File: src/rtl/encode_sync_tx_if.sv
// Bus bundle for the sync-word transmitter: timing-event strobes in,
// serial link and status out.
//
// Handshake: the four event inputs are single-cycle strobes with no ready.
// The transmitter accepts every strobe. A strobe that lands on an
// already-pending request of the same kind is merged into it and counted
// in drop_cnt_o. tx_busy_o reports status only and never back-pressures
// the event source.
interface encode_sync_tx_if #(
  parameter int SERIAL_MODE = 1
);
  logic                   encode_zero_i;
  logic                   scan_start_i;
  logic                   scan_test_i;
  logic                   scan_end_i;
  logic                   tx_busy_o;
  logic [7:0]             drop_cnt_o;
  logic                   SPI_MCLK;
  logic [SERIAL_MODE-1:0] SPI_MOSI;
  logic [1:0]             fsm_state;   // debug view of the serialiser FSM

  // Event source (scan-control logic) plus link observer
  modport master (
    output encode_zero_i, scan_start_i, scan_test_i, scan_end_i,
    input  tx_busy_o, drop_cnt_o, SPI_MCLK, SPI_MOSI, fsm_state
  );

  // Transmitter side
  modport slave (
    input  encode_zero_i, scan_start_i, scan_test_i, scan_end_i,
    output tx_busy_o, drop_cnt_o, SPI_MCLK, SPI_MOSI, fsm_state
  );
endinterface

File: src/rtl/encode_sync_tx.sv
// Sync-word link transmitter. Timing events (encode zero, scan begin/test/end)
// are latched as pending requests. Each request is sent as one 16-bit word,
// MSB first, on SPI_MCLK/SPI_MOSI. Frames are separated by an MCLK-idle gap,
// which the receiver uses as its word delimiter.
module encode_sync_tx #(
  parameter int DATA_WIDTH  = 16,
  parameter int SERIAL_MODE = 1,
  parameter int CLK_DIV     = 2,
  parameter int GAP_CYCLES  = 8
) (
  input  logic             clk_i,
  input  logic             rst_i,
  encode_sync_tx_if.slave  bus
);

  localparam int N  = DATA_WIDTH / SERIAL_MODE;
  localparam int BW = $clog2(N + 1);
  localparam int HW = $clog2(CLK_DIV + 1);
  localparam int GW = $clog2(GAP_CYCLES + 1);

  localparam logic [DATA_WIDTH-1:0] WORD_EZ = DATA_WIDTH'(16'hECDE);
  localparam logic [DATA_WIDTH-1:0] WORD_SS = DATA_WIDTH'(16'h5A51);
  localparam logic [DATA_WIDTH-1:0] WORD_ST = DATA_WIDTH'(16'h5A53);
  localparam logic [DATA_WIDTH-1:0] WORD_SE = DATA_WIDTH'(16'h5A50);

  typedef enum logic [1:0] {
    IDLE  = 2'd0,
    SHIFT = 2'd1,
    GAP   = 2'd2
  } state_t;

  state_t state;

  // Strobes registered once. This is the first stage of the
  // pulse -> pending -> load pipeline.
  logic req_ez, req_ss, req_st, req_se;

  // Pending requests and their next values
  logic pend_ez, pend_ss, pend_st, pend_se;
  logic pend_ez_n, pend_ss_n, pend_st_n, pend_se_n;

  // Load-time selection
  logic                  load;
  logic                  clr_ez, clr_ss, clr_st, clr_se;
  logic [DATA_WIDTH-1:0] load_word;

  // Merge accounting
  logic       drop_ez, drop_ss, drop_st, drop_se;
  logic [2:0] drop_sum;
  logic [8:0] drop_total;
  logic [7:0] drop_cnt;
  logic [7:0] drop_cnt_n;

  // Serialiser datapath
  logic [DATA_WIDTH-1:0]  shreg;
  logic [DATA_WIDTH-1:0]  shreg_next;
  logic [HW-1:0]          half_cnt;
  logic [BW-1:0]          bit_cnt;
  logic [GW-1:0]          gap_cnt;
  logic                   mclk;
  logic [SERIAL_MODE-1:0] mosi;

  // Pick the highest-priority pending request when the link is free:
  // encode zero > scan end > scan test > scan start.
  always_comb begin
    load      = (state == IDLE) && (pend_ez || pend_ss || pend_st || pend_se);
    clr_ez    = 1'b0;
    clr_ss    = 1'b0;
    clr_st    = 1'b0;
    clr_se    = 1'b0;
    load_word = '0;
    if (load) begin
      if (pend_ez) begin
        clr_ez    = 1'b1;
        load_word = WORD_EZ;
      end else if (pend_se) begin
        clr_se    = 1'b1;
        load_word = WORD_SE;
      end else if (pend_st) begin
        clr_st    = 1'b1;
        load_word = WORD_ST;
      end else begin
        clr_ss    = 1'b1;
        load_word = WORD_SS;
      end
    end
  end

  // Next pending state. A new strobe beats a same-cycle clear. For scan
  // events the last one wins, and scan end wins a same-cycle tie.
  always_comb begin
    pend_ez_n = (pend_ez && !clr_ez) || req_ez;
    pend_ss_n = pend_ss && !clr_ss;
    pend_st_n = pend_st && !clr_st;
    pend_se_n = pend_se && !clr_se;
    if (req_se) begin
      pend_se_n = 1'b1;
      pend_ss_n = 1'b0;
      pend_st_n = 1'b0;
    end else begin
      if (req_ss) pend_ss_n = 1'b1;
      if (req_st) pend_st_n = 1'b1;
      if (req_ss || req_st) pend_se_n = 1'b0;
    end
  end

  // A drop is a strobe landing on a flag that stays set anyway. Start and
  // test strobes cancelled by a simultaneous end are not drops.
  always_comb begin
    drop_ez    = req_ez && pend_ez && !clr_ez;
    drop_se    = req_se && pend_se && !clr_se;
    drop_ss    = req_ss && !req_se && pend_ss && !clr_ss;
    drop_st    = req_st && !req_se && pend_st && !clr_st;
    drop_sum   = 3'(drop_ez) + 3'(drop_se) + 3'(drop_ss) + 3'(drop_st);
    drop_total = {1'b0, drop_cnt} + {6'b0, drop_sum};
    drop_cnt_n = drop_total[8] ? 8'hFF : drop_total[7:0];
  end

  // Request capture, pending flags and the saturating drop counter
  always_ff @(posedge clk_i) begin
    if (rst_i) begin
      req_ez   <= 1'b0;
      req_ss   <= 1'b0;
      req_st   <= 1'b0;
      req_se   <= 1'b0;
      pend_ez  <= 1'b0;
      pend_ss  <= 1'b0;
      pend_st  <= 1'b0;
      pend_se  <= 1'b0;
      drop_cnt <= 8'd0;
    end else begin
      req_ez   <= bus.encode_zero_i;
      req_ss   <= bus.scan_start_i;
      req_st   <= bus.scan_test_i;
      req_se   <= bus.scan_end_i;
      pend_ez  <= pend_ez_n;
      pend_ss  <= pend_ss_n;
      pend_st  <= pend_st_n;
      pend_se  <= pend_se_n;
      drop_cnt <= drop_cnt_n;
    end
  end

  assign shreg_next = shreg << SERIAL_MODE;

  // Serialiser FSM. MOSI changes only on falling MCLK toggles, so it is
  // stable for CLK_DIV cycles on each side of every rising edge.
  always_ff @(posedge clk_i) begin
    if (rst_i) begin
      state    <= IDLE;
      shreg    <= '0;
      half_cnt <= '0;
      bit_cnt  <= '0;
      gap_cnt  <= '0;
      mclk     <= 1'b0;
      mosi     <= '0;
    end else begin
      case (state)
        IDLE: begin
          mclk <= 1'b0;
          if (load) begin
            state    <= SHIFT;
            shreg    <= load_word;
            mosi     <= load_word[DATA_WIDTH-1 -: SERIAL_MODE];
            half_cnt <= '0;
            bit_cnt  <= '0;
          end
        end
        SHIFT: begin
          if (half_cnt == HW'(CLK_DIV - 1)) begin
            half_cnt <= '0;
            if (!mclk) begin
              mclk <= 1'b1;
            end else begin
              mclk <= 1'b0;
              if (bit_cnt == BW'(N - 1)) begin
                mosi    <= '0;
                gap_cnt <= '0;
                state   <= GAP;
              end else begin
                bit_cnt <= bit_cnt + 1'b1;
                shreg   <= shreg_next;
                mosi    <= shreg_next[DATA_WIDTH-1 -: SERIAL_MODE];
              end
            end
          end else begin
            half_cnt <= half_cnt + 1'b1;
          end
        end
        GAP: begin
          mclk <= 1'b0;
          if (gap_cnt == GW'(GAP_CYCLES - 1)) begin
            state <= IDLE;
          end else begin
            gap_cnt <= gap_cnt + 1'b1;
          end
        end
        default: begin
          state <= IDLE;
          mclk  <= 1'b0;
          mosi  <= '0;
        end
      endcase
    end
  end

  assign bus.SPI_MCLK   = mclk;
  assign bus.SPI_MOSI   = mosi;
  assign bus.tx_busy_o  = (state != IDLE);
  assign bus.drop_cnt_o = drop_cnt;
  assign bus.fsm_state  = state;

endmodule
File: src/flat_wrapper.sv
// flat-port wrapper written by rule: the top's interface ports become plain ports
module encode_sync_tx_flat 
#(
  parameter int DATA_WIDTH  = 16,
  parameter int SERIAL_MODE = 1,
  parameter int CLK_DIV     = 2,
  parameter int GAP_CYCLES  = 8
)
  (clk_i, rst_i, bus_encode_zero_i, bus_scan_start_i, bus_scan_test_i, bus_scan_end_i, bus_tx_busy_o, bus_drop_cnt_o, bus_SPI_MCLK, bus_SPI_MOSI, bus_fsm_state);
  encode_sync_tx_if #(.SERIAL_MODE(SERIAL_MODE)) bus_i ();
  input  logic clk_i;
  input  logic rst_i;
  input wire logic [$bits(bus_i.encode_zero_i)-1:0] bus_encode_zero_i;
  input wire logic [$bits(bus_i.scan_start_i)-1:0] bus_scan_start_i;
  input wire logic [$bits(bus_i.scan_test_i)-1:0] bus_scan_test_i;
  input wire logic [$bits(bus_i.scan_end_i)-1:0] bus_scan_end_i;
  output wire logic [$bits(bus_i.tx_busy_o)-1:0] bus_tx_busy_o;
  output wire logic [$bits(bus_i.drop_cnt_o)-1:0] bus_drop_cnt_o;
  output wire logic [$bits(bus_i.SPI_MCLK)-1:0] bus_SPI_MCLK;
  output wire logic [$bits(bus_i.SPI_MOSI)-1:0] bus_SPI_MOSI;
  output wire logic [$bits(bus_i.fsm_state)-1:0] bus_fsm_state;
  assign bus_i.encode_zero_i = bus_encode_zero_i;
  assign bus_i.scan_start_i = bus_scan_start_i;
  assign bus_i.scan_test_i = bus_scan_test_i;
  assign bus_i.scan_end_i = bus_scan_end_i;
  assign bus_tx_busy_o = bus_i.tx_busy_o;
  assign bus_drop_cnt_o = bus_i.drop_cnt_o;
  assign bus_SPI_MCLK = bus_i.SPI_MCLK;
  assign bus_SPI_MOSI = bus_i.SPI_MOSI;
  assign bus_fsm_state = bus_i.fsm_state;
  encode_sync_tx #(.DATA_WIDTH(DATA_WIDTH), .SERIAL_MODE(SERIAL_MODE), .CLK_DIV(CLK_DIV), .GAP_CYCLES(GAP_CYCLES)) u_core (.clk_i(clk_i), .rst_i(rst_i), .bus(bus_i));
endmodule
File: config.mk
export PLATFORM = sky130hd
export DESIGN_NAME = encode_sync_tx_flat
export DESIGN_NICKNAME = d
export VERILOG_FILES = /design/src/rtl/encode_sync_tx_if.sv /design/src/rtl/encode_sync_tx.sv /design/src/flat_wrapper.sv
export SDC_FILE = /design/constraint.sdc
export NUM_CORES = 1
export LEC_CHECK = 0
export CELL_PAD_IN_SITES_DETAIL_PLACEMENT = 0
export CELL_PAD_IN_SITES_GLOBAL_PLACEMENT = 1
export CORE_MARGIN = 8
export CORE_UTILIZATION = 44
export DETAILED_ROUTE_END_ITERATION = 8
export PLACE_DENSITY_LB_ADDON = 0.1
export SLEW_MARGIN = 25
export SYNTH_ARGS = -nofsm -noshare
export SYNTH_HDL_FRONTEND = slang
export SYNTH_SLANG_ARGS = --single-unit
File: constraint.sdc
create_clock -name clk_i -period 3.7 [get_ports clk_i]
set_input_delay 0.74 -clock clk_i [delete_from_list [all_inputs] [get_ports clk_i]]
set_output_delay 0.74 -clock clk_i [all_outputs]
set_load 0.1 [all_outputs]
==> run summary, run 1 <==
Final hold vios -> 0
NumNets Final -> 287
Crit path cell chain -> or4_2 > o21ai_0 > nor3_1 > fa_1 > ha_1 > inv_1 > fa_2 > nor2b_1 > o21ai_0 > a211oi_1
Synthesized area -> 2360 um^2
Post-cts sizing count -> 0
R2r endpoint -> u_core.bus.drop_cnt_o[4]
Predominant post-synthesis flop cell -> dfxtp_1
Net Sw Frac -> 29.5%
Fin. max-slew vios -> 0
H-tree depth -> 2
Final setup fails -> 0
Critical path arrival -> 3.55 ns
Post-synth net total -> 279
Ys Warns -> 0
HP Class -> reg2reg
Crit path largest cell delay -> 0.71 ns
Crit path kind -> reg2reg
Most used cell, CP -> o21ai_0
Reg2reg path depth -> 10
Clock Path Buffers -> 2
CP max FO -> 18
Post-CTS setup buffers -> 0
Detail Route Antenna Nets -> 0
Sequential Power Share -> 51.8%
Largest net degree at the start of global routing -> 41
Synth area leader -> dfxtp_1
Starting Density -> 46.0%
Critical path required time -> 3.90 ns
CTS buffer count -> 5
RSZ-0062 raised after global routing -> no
First-pass GRT wire length -> 9.15 mm
Peak supply drop -> 0.198 mV
Clock Skew -> 0.00860 ns
Fin crit share -> 90.8%
Actual slew at the worst max-slew pin -> 1.06 ns
Share of cells above drive strength 1 -> 8.86%
Dominant cells by area after synthesis -> dfxtp_1 (39%), ha_1 (4.2%), a211oi_1 (4.1%)
Max-cap violations -> 0
Worst path slowest cell -> or4_2
Post-route setup TNS -> 0 ns
Hpwl dp -> 3.58 mm
Die area -> 7970 um^2
Synth cell types -> 57
Number of hold buffers added after CTS -> 0
IO buf count -> 18
Asr flop ratio synth -> 0%
FMAX -> 298 MHz
Hold_sp -> u_core.shreg[12]
CTS tree -> yes
Placement Rows -> 26
EDFF count, synth -> 0
Ports -> 19
FF+latch count, synth -> 46
Tot GR Track Use -> 14.6%
Worst setup EP type -> flip-flop
Sequential area share after synthesis -> 39.0%
Via count -> 2,020
Clock transition at the registers of the reported paths -> 0.09 ns
Placer Congestion -> 0.809
Crit-path leading delay family -> simple AND/OR/NAND/NOR gates
Lkg Pwr -> 1.01 nW
CTS root buf -> clkbuf_8
Buf+Inv Stages, Crit Path -> 1
Total Routed Length -> 5.50 mm
Mean area per synthesized cell -> 8.99 um^2
WL per Instance -> 16.1 um
Chip Width -> 89.3 um
Headroom to the max-slew limit -> 29.0%
Core area -> 5140 um^2
1st-iter DRT viols -> 164
TritonRoute pass-1 iters -> 4
Post-layout min period -> 3.36 ns
Hold endpoint -> u_core.shreg[12]
Finished Core Util -> 52.3%
Clock sinks -> 46
Vias in the first global route -> 1,867
Die Y -> 89.3 um
DRC -> 0
Clk Latency, worst-skew pair -> 0.30 ns
Run status -> finished clean
Hold depth -> 2
Area Growth Syn to Fin -> 13.8%
Reg2reg start -> u_core.bus.fsm_state[0]
Post-Syn Instances -> 263
Logic pwr share -> 18.8%
Antenna diodes -> 0
Clock Power Share -> 29.4%
Power per cell area -> 394 nW/um^2
Net Switching -> 0.000312 W
Vias per cell -> 5.92
Flop2flop setup slack -> 0.34 ns
Post-synth top area share -> 39.0%
Pint -> 0.000746 W
GR Overflow Total -> 0
Antenna violations before repair -> 0
CP startpoint kind -> flip-flop
[worst min-delay path: stages, from the launching register on]
cell     delay [ns]
dfxtp_1        0.32
nand2_1        0.05
mux2i_1        0.06
[metal layers]
metal	track usage [%]	vias up	wire, um
met5	0	-	0
met4	4.53	0	48
met3	3.77	5	200
met2	22.7	31	2460
met1	19.2	978	2800
li1	-	1006	-
[cell families after synthesis]
kind of cell / after synthesis / synth area share (%)
AOI/OAI and AO/OA: 74 / 23.1
xor gates and xnor gates: 2 / 0.741
adders and majority gates: 10 / 5.93
buffers and inverters: 33 / 5.72
DFF: 46 / 39.0
muxes: 7 / 2.96
and+or+nand+nor: 91 / 22.6
[layout make-up]
| class | count | area [um^2] |
|---|---|---|
| fillers | 495 | 2450 |
| multi-input cells | 184 | 1330 |
| well taps | 70 | 87.6 |
| repair buffers | 21 | 203 |
| inverters | 13 | 52.6 |
| flip-flops and latches | 46 | 928 |
| clock buffers | 7 | 86.3 |
[cells in the final DEF (no fill, tap or decap), types with 4 or more instances in the layout]
master,Yosys,layout
nand2_1,19,19
nand3_1,6,6
a21oi_1,12,12
and3_1,4,4
o21ai_0,10,10
nand2b_1,5,4
nor2_1,12,11
nor2b_1,9,9
ha_1,8,8
a311oi_1,5,5
a211oi_1,13,13
inv_1,13,12
mux2i_1,7,7
nor3_1,6,6
a221oi_1,9,9
dfxtp_1,46,44
clkdlybuf4s50_1,0,18
clkbuf_8,0,6
[sequential cells by signal, summed over array words and instances, names as in the netlist, 2 cells and up]
register               flops
u_core.bit_cnt             5
u_core.bus.drop_cnt_o      8
u_core.bus.fsm_state       2
u_core.gap_cnt             4
u_core.half_cnt            2
u_core.shreg              15
[through the flow]
stage | total power, W | hold slack [ns] | instance area [um^2] | worst slack [ns] | std cells
floorplan | 0.000711 | 0.430 | 2400 | 0.0361 | 263
global placement | 0.000758 | 0.449 | 2600 | 0.424 | 334
detailed placement | 0.000758 | 0.458 | 2600 | 0.372 | 334
CTS | 0.00107 | 0.473 | 2690 | 0.346 | 341
global route | 0.00111 | 0.492 | 2690 | 0.140 | 341
finish | 0.00106 | 0.464 | 2690 | 0.342 | 341
[worst max path at each step]
| stage | slack (ns) | depth (start not counted) | to | startpoint |
|---|---|---|---|---|
| final | 0.34 | 10 | u_core.bus.drop_cnt_o[4] | u_core.bus.fsm_state[0] |
| after global routing | 0.14 | 10 | u_core.bus.drop_cnt_o[4] | u_core.bus.fsm_state[0] |
| after CTS | 0.35 | 10 | u_core.bus.drop_cnt_o[4] | u_core.bus.fsm_state[0] |
| after detailed placement | 0.37 | 10 | u_core.bus.drop_cnt_o[4] | u_core.bus.fsm_state[0] |
| after global placement | 0.42 | 10 | u_core.bus.drop_cnt_o[4] | u_core.bus.fsm_state[0] |
| after floorplan | 0.04 | 11 | u_core.bus.drop_cnt_o[6] | u_core.bus.fsm_state[1] |
[synthesized netlist by cell type, types with 2 or more instances]
master,instances
nand3b_1,3
ha_1,8
and3b_1,3
and4_1,2
nand2_1,19
nor3b_1,2
a2111oi_0,2
or4_1,2
nand4_1,3
nor2b_1,9
buf_2,3
o21ai_0,10
nor2_1,12
a21oi_1,12
fa_1,2
o2111ai_1,2
dfxtp_1,46
o221ai_1,2
clkbuf_1,15
nor3_1,6
and4b_1,3
a311oi_1,5
o211ai_1,2
a31oi_1,3
or3b_2,2
a211oi_1,13
and3_1,4
mux2i_1,7
nand3_1,6
or3_1,3
a221oi_1,9
inv_1,13
a211o_1,2
nand2b_1,5
[power by group through the flow]
stage / Combinational (W) / Sequential (W) / Clock [W]
floorplan: 0.000139 / 0.000571 / 0
global placement: 0.000199 / 0.000559 / 0
detailed placement: 0.000199 / 0.000559 / 0
CTS: 0.000199 / 0.000547 / 0.000322
global route: 0.000215 / 0.000553 / 0.000341
finish: 0.000199 / 0.000548 / 0.000312
Note: power is estimated with default switching activity, not from simulation.
==> run 2, diff against run 1 <==
--- a/config.mk
+++ b/config.mk
@@ -5,6 +5,7 @@
 export SDC_FILE = /design/constraint.sdc
 export NUM_CORES = 1
 export LEC_CHECK = 0
+export CAP_MARGIN = 40
 export CELL_PAD_IN_SITES_DETAIL_PLACEMENT = 0
 export CELL_PAD_IN_SITES_GLOBAL_PLACEMENT = 1
 export CORE_MARGIN = 8
==> run 2 against run 1 <==
  * Clock power is 1% lower
  * Sequential power is essentially flat
  * Total power is 1.1% higher
  * Via count grew 2.0%
  * Critical path depth unchanged
  * Register-to-register slack worse by 0.02 ns
  * Utilization up 3.9 points
  * First-iteration DRC count down 21%
  * Cell count grew 4.1%
  * Critical path type unchanged
==> run summary, run 2 (same netlist as run 1, synthesis figures left out) <==
Lkg Pwr -> 1.11 nW
Post-layout min period -> 3.38 ns
1st-iter DRT viols -> 129
Post-CTS setup buffers -> 0
Chip Width -> 89.3 um
IO buf count -> 18
TritonRoute pass-1 iters -> 4
Max FFs per register -> 15
Most frequent cells in the layout -> dfxtp_1 (44), nand2_1 (19), clkdlybuf4s50_1 (18)
CTS tree -> yes
Met1 Use GR -> 19.6%
Flop2flop setup slack -> 0.32 ns
DRC -> 0
Peak supply drop -> 0.223 mV
CP startpoint kind -> flip-flop
CTS root buf -> clkbuf_8
M2 GR Usage -> 23.9%
Run status -> finished clean
Antenna violations before repair -> 0
Total Routed Length -> 5.59 mm
Final instance area -> 2890 um^2
WL per Instance -> 15.7 um
FMAX -> 296 MHz
Power per cell area -> 370 nW/um^2
Crit-path leading delay family -> adder cells
CTS buffer count -> 5
Area Growth Syn to Fin -> 22.3%
Clk Latency, worst-skew pair -> 0.29 ns
Largest net degree at the start of global routing -> 41
Final hold vios -> 0
Starting Density -> 46.0%
Hpwl dp -> 3.75 mm
Finished Core Util -> 56.3%
Max-cap violations -> 0
Worst setup EP type -> flip-flop
GR Overflow Total -> 0
HP Class -> reg2reg
Clock Skew -> 0.00451 ns
GR Util met3 -> 2.57%
Crit path kind -> reg2reg
Hold depth -> 2
Headroom to the max-slew limit -> 42.5%
Reg2reg path depth -> 10
Antenna diodes -> 0
Vias per cell -> 5.81
Tot GR Track Use -> 15.0%
Vias in the first global route -> 1,926
Clock transition at the registers of the reported paths -> 0.08 ns
Placer Congestion -> 0.809
Detail Route Antenna Nets -> 0
Worst path slowest cell -> or4_2
NumNets Final -> 301
Pwr Total -> 0.00107 W
Buf+Inv Stages, Crit Path -> 1
Commonest non-fill, non-tap cell in the layout -> dfxtp_1
Clock sinks -> 46
Fin. max-slew vios -> 0
Clock Path Buffers -> 2
Die Y -> 89.3 um
Share of cells above drive strength 1 -> 13.3%
Via count -> 2,061
Die area -> 7970 um^2
Post-place instance area -> 2810 um^2
Ports -> 19
Top reg by flops -> u_core.shreg
Reg2reg start -> u_core.bus.fsm_state[0]
Actual slew at the worst max-slew pin -> 0.859 ns
Number of hold buffers added after CTS -> 0
Crit path cell chain -> or4_2 > o21ai_0 > nor3_1 > fa_1 > ha_1 > inv_1 > fa_2 > nand2b_4 > a2111oi_2 > a211oi_1
Critical path required time -> 3.86 ns
Post-route setup TNS -> 0 ns
Final setup fails -> 0
RSZ-0062 raised after global routing -> no
Core area -> 5140 um^2
Hold_sp -> u_core.bit_cnt[4]
Post-cts sizing count -> 0
Crit path largest cell delay -> 0.70 ns
Fin crit share -> 91.2%
First-pass GRT wire length -> 9.45 mm
Hold endpoint -> u_core.bit_cnt[4]
GR peak layer -> met2
H-tree depth -> 2
Critical path arrival -> 3.53 ns
R2r endpoint -> u_core.bus.drop_cnt_o[4]
CP max FO -> 18
Placement Rows -> 26
## run 2: cell types whose count changed in the layout (fill, tap and decap cells not counted), sizes merged
cell  previous run  this run
buf              3        17
## run 2: area by class of cell
class,instances,area [um^2]
flip-flops and latches,46,928
multi-input cells,184,1330
fillers,498,2250
inverters,13,52.6
clock buffers,7,86.3
well taps,70,87.6
repair buffers,35,405
## run 2: per-stage QoR
stage                     setup WS, ns  hold WS [ns]  std cells
after floorplan                 0.0361         0.430        263
after global placement           0.424         0.449        334
after detailed placement         0.356         0.455        348
after CTS                        0.321         0.466        355
after global routing             0.138         0.482        355
final                            0.324         0.464        355
## run 2: metal layers
| layer | share of wire, % | wire (um) |
|---|---|---|
| met5 | 0 | 0 |
| met4 | 1.3 | 73 |
| met3 | 4.0 | 226 |
| met2 | 45 | 2530 |
| met1 | 49 | 2760 |
## run 2: worst max path at each step
stage               slack, ns                       end  depth (start not counted)                     from
floorplan                0.04  u_core.bus.drop_cnt_o[6]                         11  u_core.bus.fsm_state[1]
global placement         0.42  u_core.bus.drop_cnt_o[4]                         10  u_core.bus.fsm_state[0]
detailed placement       0.36  u_core.bus.drop_cnt_o[4]                         10  u_core.bus.fsm_state[0]
CTS                      0.32  u_core.bus.drop_cnt_o[6]                         10  u_core.bus.fsm_state[0]
global route             0.14  u_core.bus.drop_cnt_o[4]                         10  u_core.bus.fsm_state[0]
finish                   0.32  u_core.bus.drop_cnt_o[4]                         10  u_core.bus.fsm_state[0]
## run 2: worst min-delay path, delay by kind of cell, from the launching register on
family	cells	cell delay, ns
flops	1	0.32
mux	1	0.05
simple gates	1	0.05
## run 2: power by group
part	internal, W	switching [W]	leakage [nW]
clock network	0.000148	0.000160	0.0443
logic	0.0000872	0.000126	0.692
registers	0.000523	0.0000243	0.377
